### config.mk
export PLATFORM = sky130hd
export DESIGN_NAME = multi_clk_divider
export DESIGN_NICKNAME = d
export VERILOG_FILES = /design/src/rtl/clk_div_pkg.sv /design/src/rtl/clk_div_channel.sv /design/src/rtl/multi_clk_divider.sv
export SDC_FILE = /design/constraint.sdc
export NUM_CORES = 1
export LEC_CHECK = 0
export BUFFER_PORTS_ARGS = -buffer_cell sky130_fd_sc_hd__buf_4
export CORE_ASPECT_RATIO = 0.7
export CORE_MARGIN = 2
export CORE_UTILIZATION = 55
export CTS_CLUSTER_SIZE = 25
export DETAILED_ROUTE_END_ITERATION = 12
export GPL_ROUTABILITY_DRIVEN = 0
export GPL_TIMING_DRIVEN = 0
export MAX_ROUTING_LAYER = met4
export PLACE_DENSITY = 0.72
export SYNTH_ARGS = -nofsm -noshare
export SYNTH_HDL_FRONTEND = slang
export SYNTH_SLANG_ARGS = --single-unit
### constraint.sdc
create_clock -name clk -period 17.9 [get_ports clk]
set_input_delay 2.685 -clock clk [delete_from_list [all_inputs] [get_ports clk]]
set_output_delay 2.685 -clock clk [all_outputs]
set_load 0.02 [all_outputs]
### src/rtl/clk_div_pkg.sv
// Shared definitions for the multi-channel clock divider: channel modes
// and the standard divisors for a 100 MHz system clock.
package clk_div_pkg;

   typedef enum logic {
      MODE_PERIODIC = 1'b0,
      MODE_ONESHOT  = 1'b1
   } mode_e;

   localparam int unsigned CLK_HZ   = 100_000_000;
   localparam int unsigned DIV_1HZ  = 100_000_000;
   localparam int unsigned DIV_2HZ  = 50_000_000;
   localparam int unsigned DIV_1KHZ = 100_000;

endpackage

### src/rtl/clk_div_channel.sv
// One divider channel: programmable divisor, periodic or one-shot mode,
// registered one-cycle tick, toggling square wave and one-shot done flag.
module clk_div_channel
   import clk_div_pkg::*;
#(
   parameter int unsigned CNT_W    = 27,
   parameter int unsigned DEF_DIV  = DIV_1HZ,
   parameter int unsigned DEF_MODE = 0
) (
   input  logic             clk,
   input  logic             rst,
   input  logic             en,
   input  logic             clr,
   input  logic             wr,
   input  logic [CNT_W-1:0] div_val,
   input  logic             div_mode,
   output logic             tick,
   output logic             sq,
   output logic             done
);

   localparam logic [CNT_W-1:0] RST_DIV  = CNT_W'(DEF_DIV);
   localparam mode_e            RST_MODE = (DEF_MODE != 0) ? MODE_ONESHOT : MODE_PERIODIC;

   logic [CNT_W-1:0] cnt;
   logic [CNT_W-1:0] div;
   mode_e            mode;
   logic             active;
   logic             wrap;

   // Channel counts only when enabled, not disabled by div==0, and not a finished one-shot;
   // the div-1 compare is only consulted when div is non-zero.
   always_comb begin
      active = en && (div != '0) && !((mode == MODE_ONESHOT) && done);
      wrap   = (cnt == (div - CNT_W'(1)));
   end

   // Configuration, counter and registered outputs; clr/write override counting.
   always_ff @(posedge clk or posedge rst) begin
      if (rst) begin
         cnt  <= '0;
         div  <= RST_DIV;
         mode <= RST_MODE;
         tick <= 1'b0;
         sq   <= 1'b0;
         done <= 1'b0;
      end else if (clr || wr) begin
         if (wr) begin
            div  <= div_val;
            mode <= mode_e'(div_mode);
         end
         cnt  <= '0;
         tick <= 1'b0;
         done <= 1'b0;
         if (clr) begin
            sq <= 1'b0;
         end
      end else if (active) begin
         if (wrap) begin
            cnt  <= '0;
            tick <= 1'b1;
            sq   <= ~sq;
            if (mode == MODE_ONESHOT) begin
               done <= 1'b1;
            end
         end else begin
            cnt  <= cnt + CNT_W'(1);
            tick <= 1'b0;
         end
      end else begin
         tick <= 1'b0;
      end
   end

endmodule

### src/rtl/multi_clk_divider.sv
// Multi-channel clock-enable divider: NUM_CH independent channels sharing
// enable and clear, with an indexed configuration write port.
module multi_clk_divider
   import clk_div_pkg::*;
#(
   parameter  int unsigned NUM_CH   = 4,
   parameter  int unsigned CNT_W    = 27,
   parameter  int unsigned DEF_DIV  = DIV_1HZ,
   parameter  int unsigned DEF_MODE = 0,
   localparam int unsigned SEL_W    = (NUM_CH > 1) ? $clog2(NUM_CH) : 1
) (
   input  logic              clk,
   input  logic              rst,
   input  logic              en,
   input  logic              clr,
   input  logic              div_wr,
   input  logic [SEL_W-1:0]  div_sel,
   input  logic [CNT_W-1:0]  div_val,
   input  logic              div_mode,
   output logic [NUM_CH-1:0] tick,
   output logic [NUM_CH-1:0] sq,
   output logic [NUM_CH-1:0] done
);

   if ((NUM_CH < 1) || (NUM_CH > 16)) begin : g_bad_num_ch
      $error("multi_clk_divider: NUM_CH must be in 1..16");
   end
   if (64'(DEF_DIV) >= (64'd1 << CNT_W)) begin : g_bad_def_div
      $error("multi_clk_divider: DEF_DIV does not fit in CNT_W bits");
   end
   if (DEF_MODE > 1) begin : g_bad_def_mode
      $error("multi_clk_divider: DEF_MODE must be 0 or 1");
   end

   logic [NUM_CH-1:0] wr;

   // Decode the write index; indices at or above NUM_CH select nothing.
   always_comb begin
      wr = '0;
      for (int unsigned i = 0; i < NUM_CH; i++) begin
         wr[i] = div_wr && (32'(div_sel) == i);
      end
   end

   for (genvar i = 0; i < NUM_CH; i++) begin : g_ch
      clk_div_channel #(
         .CNT_W   (CNT_W),
         .DEF_DIV (DEF_DIV),
         .DEF_MODE(DEF_MODE)
      ) u_ch (
         .clk     (clk),
         .rst     (rst),
         .en      (en),
         .clr     (clr),
         .wr      (wr[i]),
         .div_val (div_val),
         .div_mode(div_mode),
         .tick    (tick[i]),
         .sq      (sq[i]),
         .done    (done[i])
      );
   end

endmodule

==> results of run 1 <==
==> flip-flops by register name (all words and copies together), names as in the netlist <==
register,count
g_ch.u_ch.done,4
g_ch.u_ch.div,108
g_ch.u_ch.mode,4
g_ch.u_ch.tick,4
g_ch.u_ch.cnt,108
g_ch.u_ch.sq,4
==> cell families after synthesis <==
family	count (synthesis)	synth area share [%]
AO/OA/AOI/OAI	221	10.79
AND/OR/NAND/NOR	629	23.79
multiplexers	131	9.941
adder cells (fa/ha/maj)	8	0.6850
buffers and inverters	130	4.221
XOR/XNOR	174	10.43
flip-flops	232	40.14
==> routing by layer <==
metal / wire (um) / GRT usage, % / up-vias
met4: 663 / 5.577 / 0
li1: - / - / 5650
met5: 0 / - / -
met3: 2321 / 4.575 / 43
met1: 17990 / 41.31 / 5862
met2: 16130 / 41.00 / 328
==> cells in the mapped netlist, types with 23 or more instances <==
library cell / count / share of area, %
dfrtp_1: 184 / 32
nor2_1: 141 / 3.6
mux2_2: 113 / 8.7
nand2_1: 108 / 2.8
xor2_1: 90 / 5.4
xnor2_1: 84 / 5.0
nand3_1: 82 / 2.8
dfstp_2: 48 / 8.6
nor3_1: 46 / 1.6
clkbuf_1: 43 / 1.1
inv_1: 43 / 1.1
nand4_1: 40 / 1.7
a31oi_1: 31 / 1.3
nor4_1: 30 / 1.3
o21ai_0: 29 / 0.99
a21o_1: 25 / 1.3
a21oi_1: 24 / 0.82
a22o_1: 23 / 1.4
==> metrics by stage <==
step                cells  area (um^2)
CTS                  1973        16200
detailed placement   1929        15440
finish               1973        16200
global placement     1927        15400
global route         1973        16200
floorplan            1525        14610
==> placed cells by master, fill, tap and decap left out, types with 29 or more instances in the layout <==
master | netlist | routed
buf_4 | 18 | 63
nor3_1 | 46 | 46
dfrtp_1 | 184 | 184
nor4_1 | 30 | 30
nand2_1 | 108 | 108
clkbuf_1 | 43 | 50
mux2_2 | 113 | 113
nand4_1 | 40 | 40
dfstp_2 | 48 | 48
xnor2_1 | 84 | 84
inv_1 | 43 | 42
a31oi_1 | 31 | 31
nand3_1 | 82 | 82
xor2_1 | 90 | 90
nor2_1 | 141 | 141
o21ai_0 | 29 | 29
==> area by class of cell <==
cell class / count / area share [%]
plain buffers: 87 / 2.811
clock inverters: 9 / 0.4479
flip-flops and latches: 232 / 36.20
repair buffers: 47 / 2.286
well taps: 357 / 2.757
clock buffers: 35 / 4.278
multi-input cells: 1163 / 50.18
inverters: 43 / 1.042
==> power by group through the flow <==
stage                     combinational (mW)  clock, mW  sequential [mW]
after floorplan                        0.220          0            0.649
after CTS                              0.280      0.507            0.662
final                                  0.282      0.499            0.663
after global routing                   0.312      0.529            0.672
after global placement                 0.267          0            0.669
after detailed placement               0.278          0            0.671
==> critical path: stages <==
cell and delay (ps):
buf_4 130, nor3b_1 550, buf_2 320, nor2_1 130
a21boi_0 320, and3_1 190, clkbuf_1 250, nor2b_1 500
nand4_1 200, xor2_1 160, nor2_1 50
==> how the worst min path moves through the flow <==
| stage | startpoint | end | slack [ps] | cells after the start |
|---|---|---|---|---|
| detailed placement | g_ch[3].u_ch.sq | g_ch[3].u_ch.sq | 480 | 1 |
| floorplan | g_ch[1].u_ch.sq | g_ch[1].u_ch.sq | 450 | 1 |
| finish | g_ch[3].u_ch.sq | g_ch[3].u_ch.sq | 490 | 1 |
| global placement | g_ch[3].u_ch.sq | g_ch[3].u_ch.sq | 480 | 1 |
| CTS | g_ch[3].u_ch.sq | g_ch[3].u_ch.sq | 490 | 1 |
| global route | g_ch[3].u_ch.sq | g_ch[3].u_ch.sq | 510 | 1 |
==> results.md, run 1 <==
- Outcome: completed
- Relative slew slack: 44.23%
- Cell variety after synth: 86
- Gate power share: 19.5%
- Layout cells sized above 1: 20.30%
- Fillcell total: 2,202
- Yosys warnings: 0
- Syn avg cell area: 9.582 um^2
- Crit. End Element: flop
- Synth Net Count: 1,568
- RSZ-0062 raised after global routing: no
- VDD IR-drop max: 0.08704 mV
- P_sw: 439.5 uW
- Post-DRT Antenna Nets: 0
- Cell Pwr Density: 89.11 nW/um^2
- Synthesized flop and latch total: 232
- Final core utilization: 62.63%
- Vias in the first global route: 11,250
- Net Sw Frac: 30.44%
- I/O Pins: 47
- Final Hold Fails: 0
- Htree depth: 1
- Internal: 1.004 mW
- Reg-to-reg setup timing slack: 13,640 ps
- HP Class: flop to flop
- Post-synth EDFFs: 0
- Asr flop ratio synth: 100.0%
- FF-to-FF Start: g_ch[0].u_ch.div[0]
- Wire length per cell: 18.80 um
- Starting Density: 56.48%
- Syn-to-layout area delta: 10.88%
- Die ar.: 27,910 um^2
- CTS Sinks: 232
- Clk root buf: clkbuf_16
- Seq pwr share: 45.9%
- Ant. Diodes: 0
- Least-Margin Pin Slew: 825.0 ps
- Largest net degree at the start of global routing: 135
- Leak: 6.508 nW
- Die X: 198.8 um
- Iter 0 DRT Violations: 1,037
- Critical Path Sink: g_ch[0].u_ch.cnt[23]
- Total Routed Length: 37.10 mm
- Register cell area after layout: 5866 um^2
- DRC Markers: 0
- Clk_skew: 16.94 ps
- Post-Syn Instances: 1,525
- CTS clk-pin slew, worst paths: 60 ps
- Hold WS: 491.0 ps
- CP Class: primary input to flop
- IO buf count: 45
- Via Count: 11,880
- Pwr Total: 1.444 mW
- CP required: 18,320 ps
- Die height: 140.4 um
- Multi-input gate area: 8130 um^2
- Post-synthesis cell area: 14,610 um^2
- Tmin final: 5067 ps
- Clock network power share: 34.5%
- Setup WS post-layout: 12,830 ps
- R2r worst-path depth: 12
- Post-CTS Setup Bufs: 0
- FP Rows: 49
- Post-place setup slack: 12,360 ps
- Setup violators final: 0
- Post-cts sizing count: 0
- Hold Buf Count CTS: 0
- CTS tree: yes
- Worst Path Arrival: 5490 ps
- Max Cap Violations: 0
- Nets@finish: 1,641
- FMAX: 197.3 MHz
- Clk_lat worst skew: 550 ps
- Detailed Routing Iterations Pass 1: 5
- Initial antenna violation count: 3
- Critical path fanouts, max: 8
- Ys flop type: dfrtp_1
- GR Overflow Total: 0
- Tcrit/Tclk final: 28.31%
- Number of CTS-inserted buffers: 24
- Vias per cell: 6.023
- Worst Setup SP: div_sel[1]
- GRT Util Overall: 28.09%
- Startpoint Class: primary input
- Max Transition Viols Final: 0
- R2R Path End: g_ch[0].u_ch.cnt[19]
- Sequential element share of the synthesized area: 40.14%
- Core Area: 25,870 um^2
- Clock Path Buffers: 3
- DP Wirelength: 27.30 mm
- First-pass GRT wire length: 60.42 mm
- Setup TNS: 0 ps
Power figures use the tool's default switching activity.
==> run 2: changes to the inputs <==
clock period = 5.3 ns   (was 17.9 ns; I/O delays follow)
==> results.md, run 2 (synthesis gave the netlist of run 1 again) <==
- Outcome: completed (unchanged)
- Most frequent cells in the layout: dfrtp_1 (184), nor2_1 (141), mux2_2 (113) (unchanged)
- Wire length per cell: 19.04 um (was 18.80 um)
- Core Area: 25,870 um^2 (unchanged)
- First-pass GRT wire length: 60.92 mm (was 60.42 mm)
- Post-route insts no fill: 1,976 (was 1,973)
- CTS clk-pin slew, worst paths: 70 ps (was 60 ps)
- WP buf/inv: 2 (was 3)
- Final core utilization: 63.17% (was 62.63%)
- Cell family with most CP delay: simple AND/OR/NAND/NOR gates (unchanged)
- Htree depth: 1 (unchanged)
- Post-CTS Setup Bufs: 0 (unchanged)
- CP Class: flop to flop (was primary input to flop)
- CP peak stage delay: 780 ps (was 550 ps)
- DRC Markers: 0 (unchanged)
- Die ar.: 27,910 um^2 (unchanged)
- Setup TNS: 0 ps (unchanged)
- Tmin final: 4439 ps
- Inst Count DP: 1,934 (was 1,929)
- Ant. Diodes: 0 (unchanged)
- Die height: 140.4 um (unchanged)
- Leak: 6.563 nW (was 6.508 nW)
- GR Overflow Total: 0 (unchanged)
- Largest regs: g_ch.u_ch.cnt x108, g_ch.u_ch.div x108 (unchanged)
- Slowest-stage cell, CP: nor3b_1 (unchanged)
- DP Wirelength: 27.97 mm (was 27.30 mm)
- Max Cap Violations: 0 (unchanged)
- Clk_lat worst skew: 550 ps (about the same)
- CTS Sinks: 232 (unchanged)
- FF-to-FF Start: g_ch[0].u_ch.div[0] (unchanged)
- GRT Util Overall: 28.29% (was 28.09%)
- Clk root buf: clkbuf_16 (unchanged)
- RSZ-0062 raised after global routing: no (unchanged)
- R2R Path End: g_ch[0].u_ch.cnt[5] (was g_ch[0].u_ch.cnt[19])
- Final Hold Fails: 0 (unchanged)
- FMAX: 225.3 MHz
- Critical Path, Cell by Cell: inv_1, ha_1, nor3b_1, nand3_1, nor4_2, mux2_2, a31oi_1, o22ai_1, a2111o_1, o21ai_2, buf_2, nor2_1 (was buf_4, nor3b_1, buf_2, nor2_1, a21boi_0, and3_1, clkbuf_1, nor2b_1, nand4_1, xor2_1, nor2_1)
- Setup violators final: 0 (unchanged)
- Commonest non-fill, non-tap cell in the layout: dfrtp_1 (unchanged)
- Post-DRT Antenna Nets: 0 (unchanged)
- Post-cts sizing count: 0 (unchanged)
- Least-Margin Pin Slew: 932.2 ps (was 825.0 ps)
- Largest net degree at the start of global routing: 40 (was 135)
- Detailed Routing Iterations Pass 1: 6 (was 5)
- Worst Path Arrival: 4850 ps (was 5490 ps)
- IO buf count: 45 (unchanged)
- Fillcell total: 2,166 (was 2,202)
- Crit. End Element: flop (unchanged)
- CP required: 5710 ps (was 18,320 ps)
- I/O Pins: 47 (unchanged)
- CTS tree: yes (unchanged)
- Die X: 198.8 um (unchanged)
- Clock Path Buffers: 3 (unchanged)
- Max Transition Viols Final: 0 (unchanged)
- Via Count: 12,010 (was 11,880)
- Startpoint Class: flop (was primary input)
- Reg-to-reg setup timing slack: 860 ps (was 13,640 ps)
- FP Rows: 49 (unchanged)
- Layout cells sized above 1: 20.75% (was 20.30%)
- Vias per cell: 6.079 (was 6.023)
- Hold Buf Count CTS: 0 (unchanged)
- Vias in the first global route: 11,410 (was 11,250)
- Hold WS: 307.1 ps (was 491.0 ps)
- Syn-to-layout area delta: 11.84% (was 10.88%)
- Tcrit/Tclk final: 83.76%
- HP Class: primary input to async pin (was flop to flop)
- Cell Pwr Density: 304.1 nW/um^2 (was 89.11 nW/um^2)
- Nets@finish: 1,645 (was 1,641)
- R2r worst-path depth: 12 (unchanged)
- Iter 0 DRT Violations: 920 (was 1,037)
- Initial antenna violation count: 1 (was 3)
- Starting Density: 56.48% (unchanged)
- Clk_skew: 20.99 ps (was 16.94 ps)
- Number of CTS-inserted buffers: 23 (was 24)
- Relative slew slack: 37.72% (was 44.23%)
- VDD IR-drop max: 0.2422 mV (was 0.08704 mV)
- Total Routed Length: 37.63 mm (was 37.10 mm)
- Critical path fanouts, max: 10 (was 8)
==> run 2: cell count changes in the layout (fill, tap and decap cells not counted), moves of 2 or more <==
cell / delta
buf_12: +7
bufinv_16: +3
clkbuf_1: -4
clkbuf_16: -2
clkinvlp_4: +2
==> run 2: routing by layer <==
| layer | track usage, % | vias up | routed length, um |
|---|---|---|---|
| met1 | 40.66 | 5919 | 17400 |
| li1 | - | 5655 | - |
| met3 | 5.803 | 52 | 2988 |
| met4 | 6.127 | 0 | 687 |
| met5 | - | - | 0 |
| met2 | 41.26 | 386 | 16550 |
==> run 2: power by group <==
| part | leakage, nW | switching [mW] | internal (mW) |
|---|---|---|---|
| combinational | 3.24 | 0.513 | 0.452 |
| sequential | 2.94 | 0.251 | 1.99 |
| clock | 0.390 | 0.736 | 1.02 |
| total | 6.56 | 1.50 | 3.47 |
==> run 2: final cells by class <==
cell class / instances / area, um^2 / area share (%)
clock inverters: 14 / 182.7 / 1.118
clock buffers: 28 / 614.3 / 3.759
repair buffers: 52 / 478.0 / 2.925
multi-input cells: 1163 / 8135 / 49.78
plain buffers: 87 / 455.4 / 2.787
well taps: 357 / 446.7 / 2.733
inverters: 43 / 165.2 / 1.011
flip-flops and latches: 232 / 5866 / 35.89
==> run 2: worst max path at each step <==
stage / startpoint / to / slack, ps / depth (start not counted)
finish: g_ch[0].u_ch.div[0] / g_ch[0].u_ch.cnt[5] / 860 / 12
global route: g_ch[0].u_ch.div[0] / g_ch[0].u_ch.cnt[5] / 470 / 12
CTS: g_ch[0].u_ch.div[0] / g_ch[0].u_ch.cnt[5] / 910 / 12
detailed placement: div_sel[1] / g_ch[0].u_ch.cnt[23] / 1030 / 10
global placement: rst / g_ch[2].u_ch.cnt[19] / 40 / 2
floorplan: rst / g_ch[0].u_ch.cnt[0] / 1510 / 1
==> run 2: stage by stage <==
step                      worst slack, ps  instance area, um^2  total power, mW
after global placement              40.48                15400            3.165
final                               860.6                16340            4.969
after floorplan                      1508                14620            2.935
after CTS                           906.4                16340            4.989
after detailed placement             1031                15540            3.217
after global routing                471.6                16340            5.201
==> run 3: changes to the inputs <==
ABC_AREA = 1   (was not set)
clock period = 4.61 ns   (was 5.3 ns; I/O delays follow)
==> results.md, run 3 <==
- Outcome: completed (unchanged)
- Worst Path Arrival: 3270 ps (was 4850 ps)
- Cell Pwr Density: 336.5 nW/um^2 (was 304.1 nW/um^2)
- FP Rows: 52 (was 49)
- R2R Path End: g_ch[0].u_ch.cnt[6] (was g_ch[0].u_ch.cnt[5])
- Gate power share: 24.3% (was 19.4%)
- Leak: 8.515 nW (was 6.563 nW)
- CTS tree: yes (unchanged)
- Cell family with most CP delay: simple AND/OR/NAND/NOR gates (unchanged)
- GR Layer Usage met2: 43.82% (was 41.26%)
- Largest net degree at the start of global routing: 43 (was 40)
- P_sw: 2.100 mW (was 1.500 mW)
- CTS Sinks: 232 (unchanged)
- Relative slew slack: 30.01% (was 37.72%)
- Syn avg cell area: 7.130 um^2 (was 9.582 um^2)
- IO buf count: 46 (was 45)
- Most numerous cell in the Yosys netlist: nand2_1 (was dfrtp_1)
- Largest area contributor in the netlist: dfrtp_1 (unchanged)
- HP Class: primary input to async pin (unchanged)
- CTS clk-pin slew, worst paths: 70 ps (about the same)
- I/O Pins: 47 (unchanged)
- Tmin final: 2830 ps (was 4439 ps)
- Internal: 4.007 mW (was 3.469 mW)
- Vias per cell: 5.492 (was 6.079)
- Die height: 148.3 um (was 140.4 um)
- First-pass GRT wire length: 74.35 mm (was 60.92 mm)
- Hold Buf Count CTS: 0 (unchanged)
- Via Count: 15,210 (was 12,010)
- Clk_skew: 8.961 ps (was 20.99 ps)
- Layout cells sized above 1: 13.67% (was 20.75%)
- Core Area: 29,080 um^2 (was 25,870 um^2)
- Area share of the largest cell type after synthesis: 28.15% (was 31.51%)
- Total Routed Length: 45.17 mm (was 37.63 mm)
- Detailed Routing Iterations Pass 1: 6 (unchanged)
- VDD IR-drop max: 0.3066 mV (was 0.2422 mV)
- Synth top area cells: dfrtp_1 (28%), nand2_1 (14%), dfstp_2 (7.7%) (was dfrtp_1 (32%), mux2_2 (8.7%), dfstp_2 (8.6%))
- Largest regs: g_ch.u_ch.cnt x108, g_ch.u_ch.div x108 (unchanged)
- CP Class: flop to flop (unchanged)
- GRT busiest layer: met1 (was met2)
- Critical path fanouts, max: 10 (unchanged)
- Ys flop type: dfrtp_1 (unchanged)
- Reg-to-reg setup timing slack: 1780 ps (was 860 ps)
- Sequential element share of the synthesized area: 35.86% (was 40.14%)
- Net Sw Frac: 34.39% (was 30.19%)
- GR Overflow Total: 0 (unchanged)
- FMAX: 353.4 MHz (was 225.3 MHz)
- Wire length per cell: 16.31 um (was 19.04 um)
- Tcrit/Tclk final: 61.38% (was 83.76%)
- Setup violators final: 0 (unchanged)
- Initial antenna violation count: 0 (was 1)
- M1 GR Usage: 45.06% (was 40.66%)
- CP dominant cell by count: nand2_1
- Clock network power share: 34.6% (was 35.4%)
- Post-Syn Instances: 2,294 (was 1,525)
- Max Cap Violations: 0 (unchanged)
- Final core utilization: 62.40% (was 63.17%)
- Clk root buf: clkbuf_16 (unchanged)
- Syn-to-layout area delta: 10.95% (was 11.84%)
- Critical Path Stages: 14 (was 12)
- Max Transition Viols Final: 0 (unchanged)
- Iter 0 DRT Violations: 1,405 (was 920)
- CP required: 5050 ps (was 5710 ps)
- Critical Path, Cell by Cell: inv_1, ha_1, nand2_2, nor2_2, nand2_1, nand2_1, nand2_1, nor3_1, nand3_1, nor2_1, nand3_1, nand2_2, buf_6, a21oi_2 (was inv_1, ha_1, nor3b_1, nand3_1, nor4_2, mux2_2, a31oi_1, o22ai_1, a2111o_1, o21ai_2, buf_2, nor2_1)
- Most frequent cells in the layout: nand2_1 (609), inv_1 (248), nor2_1 (245) (was dfrtp_1 (184), nor2_1 (141), mux2_2 (113))
- Grt met3 use: 6.123% (was 5.803%)
- Htree depth: 1 (unchanged)
- Number of CTS-inserted buffers: 25 (was 23)
- Seq pwr share: 41.1% (was 45.1%)
- Die ar.: 31,160 um^2 (was 27,910 um^2)
- Clock Path Buffers: 3 (unchanged)
- FF-to-FF Start: g_ch[0].u_ch.div[0] (unchanged)
- Nets@finish: 2,416 (was 1,645)
- RSZ-0062 raised after global routing: no (unchanged)
- Post-synth EDFFs: 0 (unchanged)
- R2r worst-path depth: 14 (was 12)
- Final Hold Fails: 0 (unchanged)
- Post-cts sizing count: 0 (unchanged)
- Inst Count DP: 2,724 (was 1,934)
- GRT Util Overall: 30.56% (was 28.29%)
- Slowest-stage cell, CP: dfrtp_1 (was nor3b_1)
- Post-CTS Setup Bufs: 0 (unchanged)
- Commonest non-fill, non-tap cell in the layout: nand2_1 (was dfrtp_1)
- Startpoint Class: flop (unchanged)
- Clk_lat worst skew: 560 ps (was 550 ps)
- Starting Density: 56.24% (was 56.48%)
- Synthesized flop and latch total: 232 (unchanged)
- Synth Net Count: 2,337 (was 1,568)
- Yosys warnings: 0 (unchanged)
- Fillcell total: 2,672 (was 2,166)
- Post-route insts no fill: 2,770 (was 1,976)
- Crit. End Element: flop (unchanged)
- Asr flop ratio synth: 100.0% (unchanged)
- Cell variety after synth: 55 (was 86)
- Least-Margin Pin Slew: 1046 ps (was 932.2 ps)
- Ant. Diodes: 0 (unchanged)
- DRC Markers: 0 (unchanged)
- Worst Setup SP: g_ch[0].u_ch.div[0] (unchanged)
- Die X: 210.1 um (was 198.8 um)
- Synth cell count leaders: nand2_1 (609), inv_1 (249), nor2_1 (245), dfrtp_1 (184), nand3_1 (145) (was dfrtp_1 (184), nor2_1 (141), mux2_2 (113), nand2_1 (108), xor2_1 (90))
- Post-DRT Antenna Nets: 0 (unchanged)
- Vias in the first global route: 14,030 (was 11,410)
- DP Wirelength: 35.70 mm (was 27.97 mm)
- WP buf/inv: 2 (unchanged)
- CP peak stage delay: 420 ps (was 780 ps)
- Post-synthesis cell area: 16,360 um^2 (was 14,610 um^2)
-- run 3: how the worst max path moves through the flow --
stage               slack [ps]                    to
CTS                       1870   g_ch[0].u_ch.cnt[6]
global route              1560  g_ch[0].u_ch.cnt[21]
finish                    1780   g_ch[0].u_ch.cnt[6]
global placement          -590  g_ch[0].u_ch.cnt[18]
floorplan                  920   g_ch[0].u_ch.cnt[0]
detailed placement        1870  g_ch[1].u_ch.cnt[21]
-- run 3: metal layers --
metal / up-vias / wire length (um)
li1: 7467 / -
met1: 7153 / 21740
met2: 531 / 18660
met3: 63 / 3908
met4: 0 / 862
met5: - / 0
-- run 3: layout make-up --
type | count | area, um^2 | area share (%)
multi-input cells | 1719 | 9081 | 50.04
flip-flops and latches | 232 | 5866 | 32.32
inverters | 271 | 1022 | 5.633
clock buffers | 33 | 715.7 | 3.944
well taps | 378 | 473.0 | 2.606
repair buffers | 52 | 465.4 | 2.565
plain buffers | 72 | 390.4 | 2.151
clock inverters | 13 | 133.9 | 0.7377
-- run 3: kinds of logic (layout without fill, tap and decap cells) --
group / count (synthesis) / in the layout / synth area share (%)
AOI/OAI and AO/OA: 233 / 233 / 7.826
DFF: 232 / 232 / 35.86
buffers and inverters: 343 / 441 / 8.614
xor gates and xnor gates: 215 / 215 / 11.77
and+or+nand+nor: 1263 / 1263 / 35.31
adders and majority gates: 8 / 8 / 0.6120
-- run 3: stage by stage --
stage | setup TNS (ps) | worst slack (ps) | hold WS [ps] | power [mW] | cell area, um^2
detailed placement | 0 | 1874 | 491.7 | 3.996 | 17300
finish | 0 | 1780 | 216.5 | 6.107 | 18150
global placement | -101980 | -592.2 | 490.4 | 3.941 | 17180
global route | 0 | 1560 | 259.6 | 6.428 | 18150
CTS | 0 | 1866 | 215.4 | 6.107 | 18150
floorplan | 0 | 921.8 | 453.0 | 3.593 | 16360
-- run 3: power by group through the flow --
stage                     clock (mW)  sequential, mW  combinational (mW)
final                           2.11            2.51                1.48
after global routing            2.22            2.53                1.67
after CTS                       2.14            2.51                1.47
after detailed placement           0            2.54                1.46
after global placement             0            2.54                1.40
after floorplan                    0            2.46                1.14
-- run 3: worst reg2reg max path, stage by stage (launching register included) --
cell and delay [ps]:
dfrtp_1 420, inv_1 180, ha_1 260, nand2_2 140, nor2_2 240, nand2_1 150, nand2_1 100, nand2_1 70
nor3_1 250, nand3_1 100, nor2_1 170, nand3_1 160, nand2_2 200, buf_6 200, a21oi_2 80
